`src/rtl/of_lookup_arbiter_if.sv`:
```
`default_nettype none
// ============================================================================
//  Module      : of_lookup_arbiter_if
//  Description : Bundles the requester-side and flow-table-side signals of
//                the lookup arbiter into one interface.
//                  slave  modport : the arbiter itself
//                  master modport : forwarders plus flow table (environment)
//                Requester side : req_lookup, req_data, req_ack,
//                                 req_fwd_port, req_overrun
//                Table side     : tbl_req, tbl_data, tbl_ack, tbl_fwd_port,
//                                 tbl_timeout (only with LOOKUP_TIMEOUT_EN)
//  Config      : LOOKUP_TIMEOUT_EN adds the tbl_timeout signal
//  Revision    : 1.0  initial release
// ============================================================================
interface of_lookup_arbiter_if #(
    parameter int NREQ   = 4,
    parameter int NPORT  = 4,
    parameter int DATA_W = 243
);
    logic [NREQ-1:0]        req_lookup;
    logic [NREQ*DATA_W-1:0] req_data;
    logic [NREQ-1:0]        req_ack;
    logic [NPORT-1:0]       req_fwd_port;
    logic [NREQ-1:0]        req_overrun;
    logic                   tbl_req;
    logic [DATA_W-1:0]      tbl_data;
    logic                   tbl_ack;
    logic [NPORT-1:0]       tbl_fwd_port;
`ifdef LOOKUP_TIMEOUT_EN
    logic                   tbl_timeout;
`endif

    modport slave (
        input  req_lookup, req_data, tbl_ack, tbl_fwd_port,
`ifdef LOOKUP_TIMEOUT_EN
        output tbl_timeout,
`endif
        output req_ack, req_fwd_port, req_overrun, tbl_req, tbl_data
    );

    modport master (
        output req_lookup, req_data, tbl_ack, tbl_fwd_port,
`ifdef LOOKUP_TIMEOUT_EN
        input  tbl_timeout,
`endif
        input  req_ack, req_fwd_port, req_overrun, tbl_req, tbl_data
    );
endinterface
`default_nettype wire

```
`src/rtl/of_lookup_arbiter.sv`:
```
`default_nettype none
// ============================================================================
//  Module      : of_lookup_arbiter
//  Description : Shares a single flow-table lookup engine between NREQ
//                forwarders. Each one-cycle request is latched into a
//                per-requester slot; pending slots are served round-robin
//                with one table lookup outstanding at a time, and the result
//                is returned to the owner as a one-cycle ack.
//  Ports       : sys_clk  - clock
//                sys_rst  - asynchronous active-high reset
//                bus      - of_lookup_arbiter_if.slave (requester + table side)
//  Config      : LOOKUP_TIMEOUT_EN - when defined, a lookup that sees no
//                tbl_ack for TIMEOUT cycles is dropped (ack with an all-zero
//                port vector) and tbl_timeout pulses with that ack.
//  Revision    : 1.0  initial release
// ============================================================================
module of_lookup_arbiter #(
    parameter int NREQ    = 4,
    parameter int NPORT   = 4,
    parameter int DATA_W  = 243
`ifdef LOOKUP_TIMEOUT_EN
    ,
    parameter int TIMEOUT = 64
`endif
) (
    input  wire                  sys_clk,
    input  wire                  sys_rst,
    of_lookup_arbiter_if.slave   bus
);

    localparam int IDX_W = $clog2(NREQ);

    typedef enum logic [0:0] {
        S_IDLE = 1'b0,
        S_WAIT = 1'b1
    } state_t;

    state_t             r_state;
    logic [IDX_W-1:0]   r_grant;
    logic [IDX_W-1:0]   r_rr_ptr;
    logic               r_tbl_req;
    logic [DATA_W-1:0]  r_tbl_data;
    logic [NREQ-1:0]    r_req_ack;
    logic [NPORT-1:0]   r_fwd_port;

    logic [NREQ-1:0]    r_pending;
    logic [NREQ-1:0]    r_overrun;
    logic [DATA_W-1:0]  r_slot [NREQ];

    logic [IDX_W-1:0]   w_pick;
    logic               w_any;
    logic [NREQ-1:0]    w_grant_oh;
    logic [IDX_W-1:0]   w_next_ptr;
    logic               w_expire;
    logic               w_done;
    logic [NREQ-1:0]    w_clr;

    // ------------------------------------------------------------------
    // Round-robin pick: first pending slot at or after r_rr_ptr, wrapping.
    // ------------------------------------------------------------------
    function automatic logic [IDX_W-1:0] wrap_idx(input int v);
        return IDX_W'(v % NREQ);
    endfunction

    always_comb begin
        w_pick = '0;
        w_any  = 1'b0;
        for (int k = 0; k < NREQ; k++) begin
            if (!w_any && r_pending[wrap_idx(int'(r_rr_ptr) + k)]) begin
                w_any  = 1'b1;
                w_pick = wrap_idx(int'(r_rr_ptr) + k);
            end
        end
    end

    assign w_grant_oh = NREQ'(1) << r_grant;
    assign w_next_ptr = (r_grant == IDX_W'(NREQ - 1)) ? '0 : r_grant + IDX_W'(1);

    // The lookup completes this cycle either with a real table ack or, when
    // enabled, by expiring. Either way the granted slot is released.
    assign w_done = (r_state == S_WAIT) && (bus.tbl_ack || w_expire);
    assign w_clr  = w_done ? w_grant_oh : '0;

`ifdef LOOKUP_TIMEOUT_EN
    localparam int CNT_W = $clog2(TIMEOUT + 1);

    logic [CNT_W-1:0] r_cnt;
    logic             r_timeout;

    // r_cnt is 0 in the tbl_req cycle, so it reads TIMEOUT-1 in the last
    // cycle of the window; the drop ack then lands TIMEOUT cycles after
    // WAIT was entered.
    assign w_expire        = (r_cnt == CNT_W'(TIMEOUT - 1));
    assign bus.tbl_timeout = r_timeout;
`else
    assign w_expire = 1'b0;
`endif

    // ------------------------------------------------------------------
    // Request capture. A request on a slot being released this very cycle
    // re-arms it with the new key rather than flagging an overrun.
    // ------------------------------------------------------------------
    always_ff @(posedge sys_clk or posedge sys_rst) begin
        if (sys_rst) begin
            r_pending <= '0;
            r_overrun <= '0;
            for (int i = 0; i < NREQ; i++) begin
                r_slot[i] <= '0;
            end
        end else begin
            for (int i = 0; i < NREQ; i++) begin
                r_overrun[i] <= 1'b0;
                if (bus.req_lookup[i]) begin
                    if (!r_pending[i] || w_clr[i]) begin
                        r_slot[i]    <= bus.req_data[i*DATA_W +: DATA_W];
                        r_pending[i] <= 1'b1;
                    end else begin
                        r_overrun[i] <= 1'b1;
                    end
                end else if (w_clr[i]) begin
                    r_pending[i] <= 1'b0;
                end
            end
        end
    end

    // ------------------------------------------------------------------
    // Lookup FSM. All outputs are registered; strobes default low.
    // The granted slot stays pending until its lookup completes, so its
    // key cannot change under tbl_data while in WAIT.
    // ------------------------------------------------------------------
    always_ff @(posedge sys_clk or posedge sys_rst) begin
        if (sys_rst) begin
            r_state    <= S_IDLE;
            r_grant    <= '0;
            r_rr_ptr   <= '0;
            r_tbl_req  <= 1'b0;
            r_tbl_data <= '0;
            r_req_ack  <= '0;
            r_fwd_port <= '0;
`ifdef LOOKUP_TIMEOUT_EN
            r_cnt      <= '0;
            r_timeout  <= 1'b0;
`endif
        end else begin
            r_tbl_req <= 1'b0;
            r_req_ack <= '0;
`ifdef LOOKUP_TIMEOUT_EN
            r_timeout <= 1'b0;
`endif
            case (r_state)
                S_IDLE: begin
                    // tbl_ack seen here is stale (e.g. after a reset) and ignored
                    if (w_any) begin
                        r_grant    <= w_pick;
                        r_tbl_data <= r_slot[w_pick];
                        r_tbl_req  <= 1'b1;
                        r_state    <= S_WAIT;
`ifdef LOOKUP_TIMEOUT_EN
                        r_cnt      <= '0;
`endif
                    end
                end
                S_WAIT: begin
                    if (bus.tbl_ack) begin
                        r_req_ack  <= w_grant_oh;
                        r_fwd_port <= bus.tbl_fwd_port;
                        r_rr_ptr   <= w_next_ptr;
                        r_state    <= S_IDLE;
`ifdef LOOKUP_TIMEOUT_EN
                    end else if (w_expire) begin
                        r_req_ack  <= w_grant_oh;
                        r_fwd_port <= '0;
                        r_timeout  <= 1'b1;
                        r_rr_ptr   <= w_next_ptr;
                        r_state    <= S_IDLE;
                    end else begin
                        r_cnt      <= r_cnt + CNT_W'(1);
`endif
                    end
                end
                default: r_state <= S_IDLE;
            endcase
        end
    end

    assign bus.req_ack      = r_req_ack;
    assign bus.req_fwd_port = r_fwd_port;
    assign bus.req_overrun  = r_overrun;
    assign bus.tbl_req      = r_tbl_req;
    assign bus.tbl_data     = r_tbl_data;

endmodule
`default_nettype wire

```
`src/flat_wrapper.sv`:
```
// flat-port wrapper written by rule: the top's interface ports become plain ports
module of_lookup_arbiter_flat 
#(
    parameter int NREQ    = 4,
    parameter int NPORT   = 4,
    parameter int DATA_W  = 243

)
  (sys_clk, sys_rst, bus_req_lookup, bus_req_data, bus_tbl_ack, bus_tbl_fwd_port, bus_req_ack, bus_req_fwd_port, bus_req_overrun, bus_tbl_req, bus_tbl_data);
  of_lookup_arbiter_if #(.NREQ(NREQ), .NPORT(NPORT), .DATA_W(DATA_W)) bus_i ();
  input  wire sys_clk;
  input  wire sys_rst;
  input wire logic [$bits(bus_i.req_lookup)-1:0] bus_req_lookup;
  input wire logic [$bits(bus_i.req_data)-1:0] bus_req_data;
  input wire logic [$bits(bus_i.tbl_ack)-1:0] bus_tbl_ack;
  input wire logic [$bits(bus_i.tbl_fwd_port)-1:0] bus_tbl_fwd_port;
  output wire logic [$bits(bus_i.req_ack)-1:0] bus_req_ack;
  output wire logic [$bits(bus_i.req_fwd_port)-1:0] bus_req_fwd_port;
  output wire logic [$bits(bus_i.req_overrun)-1:0] bus_req_overrun;
  output wire logic [$bits(bus_i.tbl_req)-1:0] bus_tbl_req;
  output wire logic [$bits(bus_i.tbl_data)-1:0] bus_tbl_data;
  assign bus_i.req_lookup = bus_req_lookup;
  assign bus_i.req_data = bus_req_data;
  assign bus_i.tbl_ack = bus_tbl_ack;
  assign bus_i.tbl_fwd_port = bus_tbl_fwd_port;
  assign bus_req_ack = bus_i.req_ack;
  assign bus_req_fwd_port = bus_i.req_fwd_port;
  assign bus_req_overrun = bus_i.req_overrun;
  assign bus_tbl_req = bus_i.tbl_req;
  assign bus_tbl_data = bus_i.tbl_data;
  of_lookup_arbiter #(.NREQ(NREQ), .NPORT(NPORT), .DATA_W(DATA_W)) u_core (.sys_clk(sys_clk), .sys_rst(sys_rst), .bus(bus_i));
endmodule
```
`config.mk`:
```
export PLATFORM = sky130hd
export DESIGN_NAME = of_lookup_arbiter_flat
export DESIGN_NICKNAME = d
export VERILOG_FILES = /design/src/rtl/of_lookup_arbiter_if.sv /design/src/rtl/of_lookup_arbiter.sv /design/src/flat_wrapper.sv
export SDC_FILE = /design/constraint.sdc
export NUM_CORES = 2
export LEC_CHECK = 0
export ABC_AREA = 1
export CORE_AREA = 5 5 484 486
export CTS_CLUSTER_DIAMETER = 80
export DETAILED_ROUTE_END_ITERATION = 16
export DIE_AREA = 0 0 489 491
export PLACE_DENSITY_LB_ADDON = 0.15
export RECOVER_POWER = 100
export SLEW_MARGIN = 20
export SYNTH_ARGS = -nofsm -noshare
export SYNTH_HDL_FRONTEND = slang
export SYNTH_SLANG_ARGS = --single-unit
```
`constraint.sdc`:
```
create_clock -name sys_clk -period 45.2 [get_ports sys_clk]
set_clock_uncertainty 0.2 [all_clocks]
set_input_delay 11.3 -clock sys_clk [delete_from_list [all_inputs] [get_ports sys_clk]]
set_output_delay 11.3 -clock sys_clk [all_outputs]
set_load 0.05 [all_outputs]
```
; Word level (Yosys, flattened, before mapping)
; Cells that the tools add are included.
[classes]
addsub = 4
n_bitwise = 2
n_reduce_logical = 29
n_shift = 1
n_eq_ne = 5
mux = 47
order_cmp = 5
[op_table]
columns = op, n
row1 = $bmux W243 S2, 1
row2 = $mux W243, 2
row3 = $mux W1, 31
row4 = $reduce_and A2 Y1, 10
row5 = $lt A2 B3 Y1 const B, 4
row6 = $mux W4, 3
row7 = $mux W2, 5
row8 = $bmux W1 S2, 4
row9 = $ne A2 B1 Y1 const B, 4
row10 = $reduce_bool A2 Y1, 4
row11 = $logic_not A1 Y1, 7
row12 = $add A2 B1 Y2 const B, 2
row13 = $add A2 B2 Y2 const B, 2
row14 = $logic_and A1 B1 Y1, 4
row15 = $logic_or A1 B1 Y1, 4
row16 = $shl A1 B2 Y4 const A, 1
row17 = $ge A3 B3 Y1 const B, 1
row18 = $not A2 Y3, 1
row19 = $eq A2 B2 Y1 const B, 1
row20 = $pmux W1 S2, 1
row21 = $not A1 Y1, 1
[word_totals]
register_bits = 1237
input_bits = 983
out_inout_bits = 256
word_cells = 109

; Logic depth before layout (Yosys ltp)
[logic_depth]
depth_word = 16
depth_mapped = 18
mapped_depth_nobuf = 14

; Worst setup path after synthesis
; No wires, ideal clock.
[synth_timing]
kind = input -> register
from = input port bus_tbl_ack
to = register u_core.r_slot[812] (netlist bit)
arrival_ns = 12.681
slack_ns = 32.186
setup_time_ns = 0.133
path_buffers = 3
required_ns = 44.867
cell_stages = 7
path_cell_list = nand2_1 -> o21ai_0 -> nand2_1 -> clkbuf_1 -> clkbuf_1 -> clkbuf_1 -> a21oi_1
[synth_between]
elab_chain_cells = 4
[synth_lines]
columns = item, line
row1 = from (decl), flat_wrapper.sv:15  ; input wire logic [$bits(bus_i.tbl_ack)-1:0] bus_tbl_ack;
row2 = $logic_and A1 B1 Y1, of_lookup_arbiter.sv:81  ; assign w_done = (r_state == S_WAIT) && (bus.tbl_ack || w_expire);
row3 = $mux W4, of_lookup_arbiter.sv:82  ; assign w_clr = w_done ? w_grant_oh : '0;
row4 = $logic_or A1 B1 Y1, of_lookup_arbiter.sv:114  ; if (!r_pending[i] || w_clr[i]) begin
row5 = $reduce_and A2 Y1 (no source line), -
row6 = "to (signal, indexed assignment)", of_lookup_arbiter.sv:115  ; r_slot[i] <= bus.req_data[i*DATA_W +: DATA_W];
row7 = to (decl), of_lookup_arbiter.sv:48  ; logic [DATA_W-1:0] r_slot [NREQ];
; No other way between the ends.
; A chain may end at the register's enable or synchronous reset.

==> impl_metrics.ini <==
[cts]
cts_buffer_depth = 3
cts_tree = built
cts_resized = 0
clkLatencyLatePin_ns = 0.80
clock_sinks = 1237
cts_setup_buffers = 0
cts_hold_buffers = 0
clk_pin_slew_worst_paths_ns = 0.06
h-tree-depth = 4
numCtsBuffers = 154
cts-root-buf = clkbuf_16

[power_and_ir_drop]
power_density_nw_per_um2 = 82.9
leakage_nw = 35.2
netSwitchingPower_mw = 2.81
pwr-share-seq = 0.301
p_int_mw = 3.37
peakVddDrop_mv = 0.0958
pwr-share-comb = 0.497
clkPwrFrac = 0.202
finalPower_mw = 6.19
switching_share = 0.455

[grt]
antenna_found_initial = 116
grtUsageTotal = 0.197
grt_pass1_vias = 48400
grt_pass1_wl_um = 349000
grt_max_degree = 203
grt.overflow.total = 0

[drt]
routed_via_density = 4.51
ant_nets = 0
via_count = 47500
drcViolationCount = 0
routed_wl_um = 244000
drt_pre_antenna_iters = 5
wl_per_cell_um = 23.1
drt_first_iter_violations = 2817

[timing]
setup_slack_ns = 18.26
worst_pin_slew_ns = 8.75
fmax_ghz = 0.0371
finalHoldViolCount = 0
fin_crit_sh = 0.596
fin_setup_tns_ns = 0
finalCriticalPeriod_ns = 26.94
rsz0062_at_grt = false
whs_ns = 0.269
slew_headroom = -4.83
slew_viol_final = 3321
setup_viol = 0

[cells_and_area]
multi_input_area_sq_um = 19100
post-route-util = 0.325
drive_gt1_frac = 0.0727
area.sequential_sq_um = 31000
final_cell_mix = 1,263 x nand2_1, 1,237 x dfrtp_1, 980 x clkdlybuf4s50_1, 820 x nor2_1, 810 x a21oi_1
area_growth_pct = 36.3
fin_cells = 10500
layout_commonest_cell = nand2_1
fill_cells = 24300
design_area_sq_um = 74600
final_nets = 8336

[critical_path]
cp-end-kind = async pin
slowest_stage = clkbuf_1
criticalPathCategory = in2async
critPathRequiredTime_ns = 44.97
crit_fanout = 151
crit_arrival_ns = 26.71
slowest_delay_ns = 5.93
path_common_cell = clkbuf_1
cp-start-kind = primary input
crit_chain = dlygate4sd3_1, clkinvlp_2, clkbuf_1, clkbuf_1, clkbuf_1, clkbuf_1

[logic_synthesis]
ys_seq_area_frac = 0.566
syn-cell-area_sq_um = 54700
synthCells = 6319
syn_area_per_cell_sq_um = 8.66
syn_nets = 7306
ys_types = 23
ys_ff_latch = 1237
yosysWarnings = 0

[die]
die_y_um = 491
start_util = 0.239
dieWidth_um = 489
io_pins = 1239
dieArea_sq_um = 240000
core_sq_um = 229000
core.rowCount = 176

[outcome]
violations = capacitance limit, slew limit
status = complete, but fails checks

[job]
max_cap_violations = 49

[placement]
dpl.hpwl_um = 166000
gp_congestion = 0.854
dp.cells = 10200
dpl-instance-area_sq_um = 69700
io_buffers = 1238
post-place-ws_ns = 28.74

[worst_hold_path]
min_path_type = reg2reg
## layout make-up
cell class,instances,area share
flip-flops and latches,1237,0.415
multi-input cells,3927,0.256
repair buffers,1303,0.172
clock buffers,243,0.0631
well taps,3026,0.0508
inverters,726,0.0367
clock inverters,33,0.00520
diodes,45,0.00151
## cells in the mapped netlist, drive strengths merged
cell,count,area (sq um)
nor2,821,3100
clkinv,1,5.00
mux2,274,3090
buf,222,1140
clkbuf,207,777
nand4,216,1350
inv,725,2730
ha,4,50.1
dfrtp,1237,31000
a21oi,810,4050
nand2,1268,4780
o21ai,173,866
nand3,361,1810
## critical path: cells and delay by family
family	cells	cell delay [ns]
buf+inv	6	14.94
## power by group through the flow
stage	registers, mW	logic, mW	clock network, mW
floorplan	2.24	1.67	0
global placement	1.87	3.11	0
detailed placement	1.88	3.13	0
CTS	1.86	3.14	1.29
global route	1.91	3.40	1.33
finish	1.86	3.07	1.25
## logic make-up (layout without fill, tap and decap cells)
group                    after synthesis  after routing  share of synthesized area
multiplexers                         274            274                     0.0564
AO/OA/AOI/OAI                        983            983                     0.0899
AND/OR/NAND/NOR                     2666           2666                      0.202
adder cells (fa/ha/maj)                4              4                   0.000915
other                                  0             45                          0
buffers and inverters               1155           2305                     0.0850
flip-flops                          1237           1237                      0.566
## registers in the layout, summed over array words and instances (netlist names)
| register | cells |
|---|---|
| u_core.r_rr_ptr | 2 |
| u_core.bus.tbl_req | 1 |
| u_core.r_grant | 2 |
| u_core.bus.req_fwd_port | 4 |
| u_core.bus.tbl_data | 243 |
| u_core.bus.req_overrun | 4 |
| u_core.bus.req_ack | 4 |
| u_core.r_slot | 972 |
| u_core.r_pending | 4 |
| u_core.r_state | 1 |
## metal layers
layer  GRT usage  up-vias  wire length (um)
li1            -    22300                 -
met1       0.241    23400            100000
met2       0.327     1366            116000
met3      0.0664      401             19800
met4      0.0591       94              6280
met5           0        -               606
## final timing paths
path | start | endpoint | slack, ns | depth (start not counted)
hold reg to reg | u_core.bus.tbl_data[205] | u_core.bus.tbl_data[205] | 0.27 | 2
min in group asynchronous | sys_rst | u_core.r_slot[294] | 10.96 | 2
setup / recovery | sys_rst | u_core.r_slot[133] | 18.26 | 6
max in group sys_clk | bus_tbl_ack | u_core.r_slot[717] | 22.34 | 7
setup reg to reg | u_core.r_rr_ptr[0] | u_core.bus.tbl_data[9] | 22.69 | 13
hold / removal | u_core.bus.tbl_data[205] | u_core.bus.tbl_data[205] | 0.27 | 2
(Power assumes the default switching activity.)
